[src/rtl/am_insert_tx.sv]
// am_insert_tx: TX alignment marker inserter for one 40GBASE-R PCS lane.
// Every GAP_N accepted data blocks it takes one output slot, stalls the
// upstream for that cycle and emits the lane marker with BIP3/BIP7 filled in
// from the running parity of everything sent since the previous marker.
module am_insert_tx #(
    parameter int BLOCK_W = 66,
    parameter int LANE_N  = 4,
    parameter int LANE    = 0,
    parameter int GAP_N   = 16383
) (
    input  logic               clk,
    input  logic               reset,
    input  logic               valid_i,
    input  logic [BLOCK_W-1:0] block_i,
    output logic               ready_o,
    output logic               valid_o,
    output logic [BLOCK_W-1:0] block_o,
    output logic               am_v_o
);

    localparam int CNT_W    = $clog2(GAP_N + 1);
    localparam int LANE_SEL = LANE % LANE_N;

    // Marker bytes packed as {M6,M5,M4,M2,M1,M0}; M0 lands in the lowest byte.
    function automatic logic [47:0] lane_marker(input int lane);
        case (lane)
            1:       return {8'h19, 8'h3B, 8'h0F, 8'hE6, 8'hC4, 8'hF0};
            2:       return {8'h64, 8'h9A, 8'h3A, 8'h9B, 8'h65, 8'hC5};
            3:       return {8'hC2, 8'h86, 8'h5D, 8'h3D, 8'h79, 8'hA2};
            default: return {8'hB8, 8'h89, 8'h6F, 8'h47, 8'h76, 8'h90};
        endcase
    endfunction

    localparam logic [47:0] M_BYTES = lane_marker(LANE_SEL);

    // Per-block BIP contribution: column parity of the eight payload bytes,
    // with sync bit 0 folded into bit 3 and sync bit 1 into bit 4.
    function automatic logic [7:0] blk_bip(input logic [BLOCK_W-1:0] b);
        logic [7:0] p;
        p = '0;
        for (int j = 0; j < 8; j++) begin
            p = p ^ b[2 + 8*j +: 8];
        end
        p[3] = p[3] ^ b[0];
        p[4] = p[4] ^ b[1];
        return p;
    endfunction

    logic [CNT_W-1:0]   cnt, cnt_nxt;
    logic [7:0]         bip_acc, bip_nxt;
    logic               am_pending, pend_nxt;
    logic               valid_nxt, am_v_nxt;
    logic [BLOCK_W-1:0] block_nxt;
    logic [BLOCK_W-1:0] marker;

    // Marker assembled from the accumulated parity; BIP7 is the complement.
    always_comb begin
        marker = {~bip_acc, M_BYTES[47:24], bip_acc, M_BYTES[23:0], 2'b10};
    end

    // Upstream stalls exactly during the marker slot; no path from valid_i.
    assign ready_o = ~am_pending;

    // Next-state: marker slot wins, otherwise pass accepted data through.
    always_comb begin
        valid_nxt = 1'b0;
        am_v_nxt  = 1'b0;
        block_nxt = block_o;
        cnt_nxt   = cnt;
        bip_nxt   = bip_acc;
        pend_nxt  = am_pending;
        if (am_pending) begin
            // Marker goes out whether or not upstream has a block waiting;
            // the parity restarts from the marker as actually sent.
            valid_nxt = 1'b1;
            am_v_nxt  = 1'b1;
            block_nxt = marker;
            cnt_nxt   = '0;
            bip_nxt   = blk_bip(marker);
            pend_nxt  = 1'b0;
        end else if (valid_i) begin
            valid_nxt = 1'b1;
            block_nxt = block_i;
            cnt_nxt   = cnt + CNT_W'(1);
            bip_nxt   = bip_acc ^ blk_bip(block_i);
            // The GAP_N-th data block arms the marker for the very next slot.
            if (cnt == CNT_W'(GAP_N - 1)) begin
                pend_nxt = 1'b1;
            end
        end
    end

    // State and output registers; reset arms a marker as the first block.
    always_ff @(posedge clk) begin
        if (reset) begin
            valid_o    <= 1'b0;
            am_v_o     <= 1'b0;
            block_o    <= '0;
            cnt        <= '0;
            bip_acc    <= '0;
            am_pending <= 1'b1;
        end else begin
            valid_o    <= valid_nxt;
            am_v_o     <= am_v_nxt;
            block_o    <= block_nxt;
            cnt        <= cnt_nxt;
            bip_acc    <= bip_nxt;
            am_pending <= pend_nxt;
        end
    end

endmodule
[config.mk]
export PLATFORM = sky130hd
export DESIGN_NAME = am_insert_tx
export DESIGN_NICKNAME = d
export VERILOG_FILES = /design/src/rtl/am_insert_tx.sv
export SDC_FILE = /design/constraint.sdc
export NUM_CORES = 1
export LEC_CHECK = 0
export CORE_ASPECT_RATIO = 1.75
export CORE_UTILIZATION = 30
export DETAILED_ROUTE_END_ITERATION = 7
export SYNTH_ARGS = -nofsm -noshare
export SYNTH_HDL_FRONTEND = slang
export SYNTH_SLANG_ARGS = --single-unit
[constraint.sdc]
create_clock -name clk -period 1.9 [get_ports clk]
set_input_delay 0.38 -clock clk [delete_from_list [all_inputs] [get_ports clk]]
set_output_delay 0.38 -clock clk [all_outputs]
set_load 0.03 [all_outputs]
==> summary.md <==
| Metric | Value |
|---|---|
| Chip Height | 155.6 um |
| VDD IR max | 0.5109 mV |
| Antenna violations before repair | 0 |
| Area Growth Syn to Fin | 45.14% |
| First-pass detailed-route iteration total | 4 |
| Critical Path, Cell by Cell | inv_1, clkdlybuf4s50_1 |
| Vias in the first global route | 3,479 |
| Per-cell routed wire length | 15.47 um |
| Slew HR | 64.54% |
| Core area | 0.01301 sq mm |
| Hold Vio Cnt, Final | 0 |
| Register area share after synthesis | 45.05% |
| DIE AREA | 0.01397 sq mm |
| Synthesized area per cell | approximately 10 sq um |
| Critical Path AT | 1.44 ns |
| Critical Path End Type | output port |
| Total GRT Usage | 15.90% |
| Placed cell count | 702 |
| Setup_tns | 0 ns |
| Met3 usage | 4.191% |
| Worst-path cell with the longest stage delay | clkdlybuf4s50_1 |
| Critical path class | register to output port |
| Final instance area | a little under 0.006 sq mm |
| Final worst setup slack | 0.08289 ns |
| Reg2reg start | cnt[2] |
| GPL Wtd Cong | between 0.7 and 0.8 |
| Worst slack, placed | -0.1465 ns |
| Final Non-Filler Cells | a little over 700 |
| Die W | 89.77 um |
| Max Clock Skew | 0.005705 ns |
| Mapped Area | around 0.0040 sq mm |
| Setup Buffers After CTS | 0 |
| Clock Latency Late Sink | 0.34 ns |
| CTS Buf Count | 9 |
| Worst path bufs/invs | 2 |
| Static leakage | ~2.3 nW |
| Met2 usage | 28.94% |
| Clock tree sinks | a little over 90 |
| Clock root buffer | clkbuf_16 |
| Vias per cell | 4.667 |
| Worst setup path startpoint | am_pending |
| Critical path data required time | 1.52 ns |
| Std-Cell Rows | 55 |
| Busiest layer in global routing | met2 |
| #FFs+latches synth | 91 |
| DR iter-0 viols | 93 |
| Top-count cell post-synth | dfxtp_1 |
| H-tree levels | 3 |
| Synth area leaders | dfxtp_1 (45%), mux2i_1 (14%), xnor2_1 (11%), nor2_1 (4.9%), a21oi_1 (4.7%) |
| GR Util met1 | 17.47% |
| Hold path startpoint | bip_acc[4] |
| Synth cell types | 27 |
| Share of synthesized flip-flops with an asynchronous set or reset | 0% |
| Detailed Place HPWL | approximately 7.9 mm |
| Worst Path Max Fanout | 2 |
| Largest net degree at the start of global routing | 62 |
| Post-Syn Instances | 413 |
| Final setup viols | 0 |
| Layout cells sized above 1 | 5.119% |
| Final antenna-violating net count | 0 |
| Ports | between 100 and 150 |
| First-pass GRT wire length | 17.46 mm |
| Yosys top cell area share | 45.05% |
| Initial Utilization | 31.09% |
| Total of max-cap violations | 0 |
| Post-synth EDFFs | 0 |
| CP delay by family, top | buffers and inverters |
| CTS Buffer Depth | 2 |
| Post-synth top cells | dfxtp_1 (91), mux2i_1 (56), nor2_1 (53) |
| Ant. Diodes | 0 |
| Final worst-path cycle share | roughly 96% |
| Residual DRC count | 0 |
| Main synth FF type | dfxtp_1 |
| Crit-path max cell delay | 0.72 ns |
| PortBufs | 137 |
| Post_cts resized | 0 |
| DRT Wirelength | 11.11 mm |
| Max Fclk | 550.3 MHz |
| Synth Net Count | 484 |
| Crit path time final | 1.817 ns |
| Vias | 3,351 |
| Nets@finish | 613 |
| CTS tree | built |
| HP Class | register to register |
| Placed inst area | 0.005588 sq mm |
| Status | finished, final reports clean |
| Worst-margin pin slew | 0.5318 ns |
| # hold bufs at CTS | 0 |
| Pwr dens | around 830 mW/mm^2 |
| Crit path launch type | register |
| CTS clk-pin slew, worst paths | 0.06 ns |
| Leading area contributor after synthesis | dfxtp_1 |
| YS warnings | 0 |
| RSZ-0062 raised after global routing | false |
| Pins Over Slew Limit | 0 |
| Grt total ovfl | 0 |
==> layout make-up <==
class / count / area (sq um)
multi-input cells: 288 / 2069
flip-flops and latches: 91 / 1822
inverters: 5 / 18.77
repair buffers: 147 / 1464
fillers: 1224 / 7137
well taps: 171 / 214.0
clock inverters: 3 / 21.27
clock buffers: 13 / 260.3
==> cells by family after synthesis <==
group | Yosys count | synth area share (%)
fa+ha+maj | 2 | 0.6187
buf+inv | 34 | 3.775
flops | 91 | 45.05
mux | 56 | 13.86
simple gates | 92 | 10.58
xor+xnor | 69 | 16.00
compound gates | 69 | 10.12
==> where the power goes <==
group | internal (W) | switching [W] | total, W
combinational | 0.000557 | 0.000552 | 0.00111
sequential | 0.00201 | 0.0000617 | 0.00208
clock | 0.000963 | 0.000751 | 0.00171
total | 0.00353 | 0.00136 | 0.00490
==> state kept, by name, summed over array words and instances, names as in the netlist <==
register    flops
cnt            14
bip_acc         8
valid_o         1
am_v_o          1
block_o        66
am_pending      1
==> per-stage QoR <==
step           hold WS (ns)  utilization, %  power, W
2_1_floorplan        0.4171               -  0.002771
3_3_place_gp         0.4530           42.96  0.003217
3_5_place_dp         0.4527           42.96  0.003238
4_1_cts              0.4617           45.13  0.004948
5_1_grt              0.4997           45.13  0.005109
6_report             0.4654           45.13  0.004899
==> worst paths after layout <==
path | endpoint | slack (ns) | cells past startpoint
worst min-delay path | block_o[62] | 0.47 | 1
worst max register to register | cnt[7] | 0.45 | 5
worst min register to register | block_o[62] | 0.47 | 1
worst max-delay path | ready_o | 0.08 | 2
==> routing by layer <==
layer	routed length [um]	share of wire, %	up-vias
li1	-	-	1664
met1	4517	41	1576
met2	5717	51	95
met3	575	5.2	16
met4	296	2.7	0
met5	0	0	-
==> cell usage in the layout, fill, tap and decap left out, types with 6 or more instances in the layout <==
cell / synthesis / routed
clkdlybuf4s50_1: 0 / 135
dfxtp_1: 91 / 91
mux2i_1: 56 / 56
nor2_1: 53 / 53
xnor2_1: 51 / 51
a21oi_1: 38 / 38
a211oi_1: 21 / 21
xor2_1: 14 / 14
nor2b_1: 10 / 10
clkbuf_16: 0 / 9
buf_4: 0 / 9
nand3_1: 8 / 8
o21ai_0: 6 / 6
or3_1: 6 / 6
(Power assumes the default switching activity.)
==> RTL edit: new RTL, config.mk and constraints unchanged <==
`GAP_N`: 16383 -> 65532.
--- a/src/rtl/am_insert_tx.sv
+++ b/src/rtl/am_insert_tx.sv
@@ -8,3 +8,3 @@
     parameter int LANE    = 0,
-    parameter int GAP_N   = 16383
+    parameter int GAP_N   = 65532
 ) (
Check against the original RTL: same outputs for any inputs over 10 cycles, from zero or initial values and one cycle with reset high; that may be too few to reach the edited logic, so the function may still have changed.
==> RTL edit against the original RTL <==
Final area increased by 1.9%. Via count rose by 1.8%. Routed wire length rose by 1.6%. Setup slack lost 0.013 ns. Die area grew 1.5%. Power up 1.3%. Utilization is 0.45 points lower. Synthesized area rose by 1.5%. Final cell count is 2.1% higher. Sequential cell count is 2 higher. Clock skew is 0.0011 ns higher. Largest cell class unchanged.
==> RTL edit: results <==
group,metric,value,unit
worst_setup_path,r2r_slack,0.37,ns
worst_setup_path,r2r-start,"cnt[0]$_SDFFE_PP0P_",
layout,seq_area_share,31.1,%
detailed_routing,met1Wirelength,4.36,mm
detailed_routing,dr_wl_met3,357,µm
detailed_routing,initialDrtViolationCount,80,
logic_synthesis,yosysSeqAreaShare,45.4,%
logic_synthesis,synth_fp_nets,491,
timing,maxSlewHeadroom,65.0,%
grt,grtUsageTotal,16.3,%
detailed_routing,post_drt_wl_per_cell,15.4,µm
clocking,insertion_delay,0.34,ns
grt,gr-usage-met1,16.8,%
grt,grt_use_met3,2.43,%
layout,largest_registers,"block_o (66), cnt (16), bip_acc (8)",
layout,nNonClkBuffers,152,
worst_setup_path,crit_fanout,3,
layout,nonClkBufAreaFrac,25.3,%
placement,finalWeightedCongestion,0.754,
hold_path,hold_start,"bip_acc[4]$_SDFFE_PP0P_",
detailed_routing,wl_met2,6.22,mm
detailed_routing,vias,3412,
timing,fin_skew,0.00683,ns
power,p_sw_share,26.7,%
clocking,path_clk_slew,0.06,ns
grt,grt_pass1_wl,17.7,mm
layout,inverters,4,
placement,place_hpwl,8.36,mm
power,powerSeq,2.12,mW
worst_setup_path,worst-r2r-cell-count,6,
power,power.density,830,nW/µm²
clocking,root_buffer,"clkbuf_16",
grt,grt_max_degree,50,
layout,final_layout_size_suffix_gt1_share,5.37,%
power,leakagePower,2.31,nW
detailed_routing,top_layer,"met4",
worst_setup_path,r2r-end,"cnt[8]$_SDFFE_PP0P_",
logic_synthesis,synthTopCellsByCount,"93 x dfxtp_1, 57 x mux2i_1, 57 x nor2_1",
layout,fillers,1305,
grt,grtUsageMet2,31.7,%
grt,grt_antenna_before_repair,0,
layout,multi_input_gates,295,
clocking,clock_path_buffers,2,
power,vdd_drop_max,0.394,mV
outcome,outcome,"finished clean",
layout,nets,625,
logic_synthesis,yosysUniqueCellTypes,32,
logic_synthesis,synthTopCellsByArea,"dfxtp_1 45%, mux2i_1 14%, xnor2_1 12%",
layout,multi_input_area,2100,µm²
layout,nFlopsAndLatches,93,
layout,antenna_cells,0,
layout,clockNetworkAreaShare,4.60,%
==> RTL edit: cell types whose count changed after synthesis, sizes merged, moves of 2 or more <==
cell,delta
nand2,+3
nor2,+4
buf,-2
nand3,-2
clkbuf,+2
and3,-3
xnor2,+3
dfxtp,+2
==> RTL edit: metrics by stage <==
step	worst slack, ns	std cells	instance area, µm²	hold WS, ns
detailed placement	-0.257	718	5700	0.446
floorplan	0.460	421	4100	0.417
global placement	-0.231	718	5700	0.424
CTS	0.0574	733	5980	0.450
finish	0.0695	733	5980	0.446
global route	0.0369	733	5980	0.484
==> RTL edit: cells by family (layout without fill, tap and decap cells) <==
| family | Yosys count | count (layout) | share of synthesized area [%] |
|---|---|---|---|
| compound gates | 68 | 68 | 9.82 |
| xor+xnor | 71 | 71 | 16.0 |
| fa+ha+maj | 1 | 1 | 0.305 |
| buf+inv | 33 | 171 | 3.57 |
| flops | 93 | 93 | 45.4 |
| mux | 57 | 57 | 13.9 |
| simple gates | 98 | 98 | 11.0 |
